### config.mk
export PLATFORM = sky130hd
export DESIGN_NAME = uart_rx
export DESIGN_NICKNAME = d
export VERILOG_FILES = /design/src/rtl/uart_rx.sv
export SDC_FILE = /design/constraint.sdc
export NUM_CORES = 1
export LEC_CHECK = 0
export CAP_MARGIN = 30
export CORE_ASPECT_RATIO = 0.8
export CORE_MARGIN = 2
export CORE_UTILIZATION = 40
export DETAILED_ROUTE_END_ITERATION = 12
export DONT_BUFFER_PORTS = 1
export HOLD_SLACK_MARGIN = 0.06
export PLACE_DENSITY_LB_ADDON = 0.08
export SLEW_MARGIN = 20
export SYNTH_ARGS = -nofsm -noshare
export SYNTH_HDL_FRONTEND = slang
export SYNTH_SLANG_ARGS = --single-unit
### constraint.sdc
create_clock -name clk -period 2.15 [get_ports clk]
set_input_delay 0.1075 -clock clk [delete_from_list [all_inputs] [get_ports clk]]
set_output_delay 0.1075 -clock clk [all_outputs]
set_load 0.01 [all_outputs]
### src/rtl/uart_rx.sv
// uart_rx: 8N1 serial receiver. The line is synchronized, the start bit is
// confirmed at its midpoint, and each data/stop bit is sampled one bit period
// later so sampling lands near the centre of every bit.
module uart_rx #(
    parameter int CLKS_PER_BIT = 868
) (
    input  logic       clk,
    input  logic       reset,
    input  logic       enable,
    input  logic       serial_in,
    output logic [7:0] rx_buf,
    output logic       done,
    output logic       busy,
    output logic       frame_err
);

    localparam int TIMER_W = $clog2(CLKS_PER_BIT);
    localparam logic [TIMER_W-1:0] HALF_TICK = TIMER_W'(CLKS_PER_BIT / 2 - 1);
    localparam logic [TIMER_W-1:0] FULL_TICK = TIMER_W'(CLKS_PER_BIT - 1);

    typedef enum logic [1:0] {
        IDLE  = 2'd0,
        START = 2'd1,
        DATA  = 2'd2,
        STOP  = 2'd3
    } state_t;

    state_t             state;
    logic [TIMER_W-1:0] timer;
    logic [2:0]         bit_idx;
    logic [7:0]         shift_reg;
    logic               sync_ff;
    logic               rx_s;

    // Two-flop synchronizer; resets to the idle-high line level so no false start appears.
    always_ff @(posedge clk) begin
        if (reset) begin
            sync_ff <= 1'b1;
            rx_s    <= 1'b1;
        end else begin
            sync_ff <= serial_in;
            rx_s    <= sync_ff;
        end
    end

    // Frame state machine: start detection, mid-bit sampling, stop check and output pulses.
    always_ff @(posedge clk) begin
        if (reset) begin
            state     <= IDLE;
            timer     <= '0;
            bit_idx   <= 3'd0;
            shift_reg <= 8'h00;
            rx_buf    <= 8'h00;
            done      <= 1'b0;
            frame_err <= 1'b0;
            busy      <= 1'b0;
        end else begin
            done      <= 1'b0;
            frame_err <= 1'b0;
            case (state)
                IDLE: begin
                    if (enable && !rx_s) begin
                        state <= START;
                        timer <= '0;
                        busy  <= 1'b1;
                    end
                end
                START: begin
                    if (timer == HALF_TICK) begin
                        timer <= '0;
                        if (!rx_s) begin
                            state   <= DATA;
                            bit_idx <= 3'd0;
                        end else begin
                            state <= IDLE;
                            busy  <= 1'b0;
                        end
                    end else begin
                        timer <= timer + 1'b1;
                    end
                end
                DATA: begin
                    if (timer == FULL_TICK) begin
                        timer              <= '0;
                        shift_reg[bit_idx] <= rx_s;
                        if (bit_idx == 3'd7) begin
                            state <= STOP;
                        end else begin
                            bit_idx <= bit_idx + 3'd1;
                        end
                    end else begin
                        timer <= timer + 1'b1;
                    end
                end
                STOP: begin
                    if (timer == FULL_TICK) begin
                        timer <= '0;
                        state <= IDLE;
                        busy  <= 1'b0;
                        if (rx_s) begin
                            rx_buf <= shift_reg;
                            done   <= 1'b1;
                        end else begin
                            frame_err <= 1'b1;
                        end
                    end else begin
                        timer <= timer + 1'b1;
                    end
                end
                default: begin
                    state <= IDLE;
                    busy  <= 1'b0;
                end
            endcase
        end
    end

endmodule
# --- Word-level counts from Yosys, hierarchy flattened ---
# Cells that the tools add are included.
op_classes:
  n_addsub: 2
  magnitude_cmp: 2
  eq_ne: 14
  mux: 26
  bitwise: 2
  n_reduce_logical: 13
ops:
  columns: ["cell", "count"]
  rows:
  - ["$mux 10", 3]
  - ["$pmux 10 s3", 1]
  - ["$ne 2x2->1 const B", 8]
  - ["$reduce_and 5->1", 3]
  - ["$mux 2", 6]
  - ["$mux 3", 4]
  - ["$add 10x1->10 const B", 1]
  - ["$eq 10x10->1 const B", 1]
  - ["$eq 10x9->1 const B", 1]
  - ["$bwmux 8", 1]
  - ["$pmux 2 s4", 1]
  - ["$mux 1", 7]
  - ["$pmux 3 s2", 1]
  - ["$eq 2x2->1 const B", 2]
  - ["$lt 3x4->1 const B", 1]
  - ["$add 3x1->3 const B", 1]
  - ["$demux 1 s3", 1]
  - ["$eq 3x3->1 const B", 1]
  - ["$ge 3x1->1 const B", 1]
  - ["$pmux 1 s3", 1]
  - ["$reduce_and 3->1", 1]
  - ["$reduce_bool 3->1", 1]
  - ["$reduce_or 3->1", 1]
  - ["$eq 2x1->1 const B", 1]
  - ["7 further kinds", 9]
totals:
  regBits: 36
  inputBits: 4
  output_inout_bits: 11
  elab_cells: 69

# --- Depth between registers and ports, before layout ---
logic_depth:
  word_depth: 5
  mapped_depth: 8
  depth_no_buf: 7

# --- Worst setup path before layout ---
# No wires, ideal clock.
synth_path:
  path_type: "register to register"
  start: "reg timer[0]"
  end: "reg bit_idx[0]"
  setup_ps: 128
  arrival_time_ps: 1725
  required_time_ps: 2022
  setup_slack_ps: 297
  stages_incl_launch_ff: 7
  n_path_buf: 0
  period_less_slack_ps: 1853
  cell_sequence: "dfxtp_1 -> ha_1 -> nand4bb_4 -> or4_4 -> a21oi_4 -> mux2i_1 -> nor2_1"
synth_between:
  elab_chain_cells: 3
  elab_cells_between_ends: 5
  cone_classes: "4 x eq/ne; 1 x reduce/logical"
synth_lines:
  columns: ["item", "line_no", "text"]
  rows:
  - ["from (decl)", "29", "logic [TIMER_W-1:0] timer;"]
  - ["from (signal assigned)", "79", "timer <= timer + 1'b1;"]
  - ["from (signal assigned)", "92", "timer <= timer + 1'b1;"]
  - ["from (signal assigned)", "107", "timer <= timer + 1'b1;"]
  - ["$eq 10x10->1 / $eq 10x9->1 (equally long branches)", "83, 69", null]
  - ["$ne 2x2->1 (no source line)", null, null]
  - ["$reduce_and 5->1 (no source line) *", null, null]
  - ["to (signal assigned)", "89", "bit_idx <= bit_idx + 3'd1;"]
  - ["to (decl)", "30", "logic [2:0] bit_idx;"]
# Every way passes the cells marked *; elsewhere a longest branch is shown, timed or not.
# A chain may end at the register's enable or synchronous reset.

# --- Worst setup path after layout ---
layout_path:
  start: "reg timer[0]"
  end: "reg timer[8]"
layout_between:
  elab_chain_cells: 3
  elab_cells_between_ends: 6
  cone_classes: "1 x add/sub; 2 x eq/ne; 3 x mux"
layout_lines:
  columns: ["item", "line_no", "text"]
  rows:
  - ["$add 10x1->10 (tied with other cells)", "79, 92, 107", null]
  - ["$mux 10 (on tied branches)", "83, 96, 69", null]
  - ["$pmux 10 s3 *", "60", "case (state)"]
# Marks and branches as above.

==> results.sh <==
export IMPL_synth_area_sq_um=1750
export IMPL_syn_to_final_growth_pct=14.1
export IMPL_die_w_um=78.0
export IMPL_async_flop_share_pct=0
export IMPL_yosys_cell_count_top_type="dfxtp_1"
export IMPL_wl_per_cell_um=14.1
export IMPL_cts_tree="built"
export IMPL_period_needed_ps=1970
export IMPL_num_antenna_cells=0
export IMPL_gp_congestion=0.796
export IMPL_power_density_nw_per_um2=681
export IMPL_hold_slack_ps=188
export IMPL_fp_dieArea_sq_um=4930
export IMPL_via_per_inst=5.40
export IMPL_track_usage_pct=16.2
export IMPL_worstPathArrival_ps=2190
export IMPL_drt_iter0_drc=57
export IMPL_dpl_hpwl_um=2610
export IMPL_crit_path_end_kind="flop"
export IMPL_rsz0062_at_grt="no"
export IMPL_antenna_found_initial=0
export IMPL_ys_flop_type="dfxtp_1"
export IMPL_finalHoldViolations=0
export IMPL_synth_area_top_cells="dfxtp_1 41%, mux2i_1 9.7%, nor2_1 5.8%, a21oi_1 3.4%, nand3_1 3.4%"
export IMPL_setup_viol=0
export IMPL_rows=21
export IMPL_grt_pass1_wl_um=6310
export IMPL_cp_common_cell="buf_4"
export IMPL_crit_chain="buf_4 > ha_1 > nor4bb_2 > a311o_1 > a21oi_2 > buf_4 > a41oi_1 > a31oi_1"
export IMPL_initial_utilization_pct=41.7
export IMPL_grt_pass1_vias=1309
export IMPL_syn_area_per_cell_sq_um=9.23
export IMPL_core_area_sq_um=4200
export IMPL_ys_warn_count=0
export IMPL_setup_tns_ps=0
export IMPL_cts_buffers=5
export IMPL_io_pins=15
export IMPL_synth_common_cells="36 x dfxtp_1, 27 x nor2_1, 17 x mux2i_1"
export IMPL_dr_pass1_iters=4
export IMPL_ys_ff_latch=36
export IMPL_maxCapViolations=0
export IMPL_critPathKind="flop to flop"
export IMPL_drc_errors=0
export IMPL_finalNetCount=208
export IMPL_slowest_delay_ps=420
export IMPL_synthCells=190
export IMPL_drtAntennaViolNets=0
export IMPL_synth_top_area_share_pct=41.1
export IMPL_cp_num_buf_inv=2
export IMPL_path_delay_family="compound AO/OA/AOI/OAI gates"
export IMPL_die_h_um=63.2
export IMPL_syn_nets=198
export IMPL_ir_worst_vdd_mv=0.371
export IMPL_setup_worst_path_start_class="flop"
export IMPL_synth_distinct_cells=45
export IMPL_clockBufferDepth=2
export IMPL_worstHoldPathCells=2
export IMPL_cts_sinks=36
export IMPL_worstRegToRegCells=8
export IMPL_largest_reg_flops=10
export IMPL_cts_root_buf="clkbuf_8"
export IMPL_cts_htree_levels=2
export IMPL_drive_gt1_share_pct=16.4
export IMPL_crit_cells=8
export IMPL_worstMarginPinSlew_ps=831
export IMPL_clk_pin_slew_worst_paths_ps=70
export IMPL_num_fill_cells=426
export IMPL_drv_slew=0
export IMPL_postCtsSetupRepairBufs=0
export IMPL_post_route_period_util_pct=91.7
export IMPL_skew_ps=3.33
export IMPL_yosysTopAreaCell="dfxtp_1"
export IMPL_drt_total_wl_um=3630
export IMPL_finalPower_mw=1.36
export IMPL_overflow=0
export IMPL_critPathMaxFanout=14
export IMPL_clk_latency_ps=290
export IMPL_power_leakage_nw=0.684
export IMPL_relSlewSlack_pct=44.1
export IMPL_status="finished, final reports clean"
export IMPL_hp_class="input port to flop"
export IMPL_worstPathRequired_ps=2370
export IMPL_cp_slowest_cell="a311o_1"
export IMPL_synth_edff_count=0
export IMPL_max_freq_ghz=0.507
export IMPL_vias=1392
export IMPL_grt_start_max_net_pins=29
export IMPL_yosysSeqAreaShare_pct=41.1
export IMPL_portBuffers=0
[cells by family after synthesis]
group,synth area share [%]
AND/OR/NAND/NOR,28.5
adder cells (fa/ha/maj),2.86
flip-flops,41.1
buffers and inverters,3.00
multiplexers,9.71
AO/OA/AOI/OAI,13.8
XOR/XNOR,0.999
[worst reg2reg max path: stages (launching register included)]
cell	delay [ps]
dfxtp_1	320
buf_4	150
ha_1	190
nor4bb_2	180
a311o_1	420
a21oi_2	150
buf_4	210
a41oi_1	140
a31oi_1	150
[layout by cell type (no fill, tap or decap), types with 4 or more instances in the layout]
master    instances
a21oi_1          12
a31oi_1           6
buf_4            10
clkbuf_8          5
dfxtp_1          36
ha_1              4
mux2i_1          17
nand2_1           8
nand2b_1          7
nand3_1          12
nor2_1           27
nor3_1            5
[path summary, 6_finish.rpt]
kind              startpoint  slack (ps)        to
setup / recovery    timer[0]         180  timer[8]
hold / removal         reset         190  timer[4]
hold reg to reg      sync_ff         420      rx_s
setup reg to reg    timer[0]         180  timer[8]
[per-layer routing]
metal	GRT usage (%)	wire length (um)
met4	4.61	36
met1	24.2	1980
met5	0	0
met2	22.2	1440
met3	4.87	166
[per-stage QoR]
step	util, %	std cells	cell area, sq um	worst slack, ps
final	47.6	258	2000	178
after global routing	47.6	258	2000	52.9
after CTS	47.2	257	1990	145
after detailed placement	44.1	247	1850	204
after global placement	44.1	247	1850	239
after floorplan	-	190	1750	297
[power by group]
group	switching [mW]	total (mW)	internal [mW]
clock network	0.249	0.592	0.343
registers	0.00978	0.685	0.675
logic	0.0485	0.0853	0.0368
total	0.307	1.36	1.06
[area by class of cell]
type / instances / area [sq um] / share of cell area (%)
clock buffers: 5 / 68.8 / 3.44
well taps: 57 / 71.3 / 3.56
repair buffers: 13 / 110 / 5.50
flip-flops and latches: 36 / 721 / 36.0
clock inverters: 3 / 42.5 / 2.13
multi-input cells: 142 / 980 / 49.0
inverters: 2 / 7.51 / 0.375
[what timing repair did]
item                      CTS  global route
gates resized for setup     0             0
hold endpoints to repair   28             0
hold buffers                2             0
No activity file was read; power rests on OpenSTA's default activity.
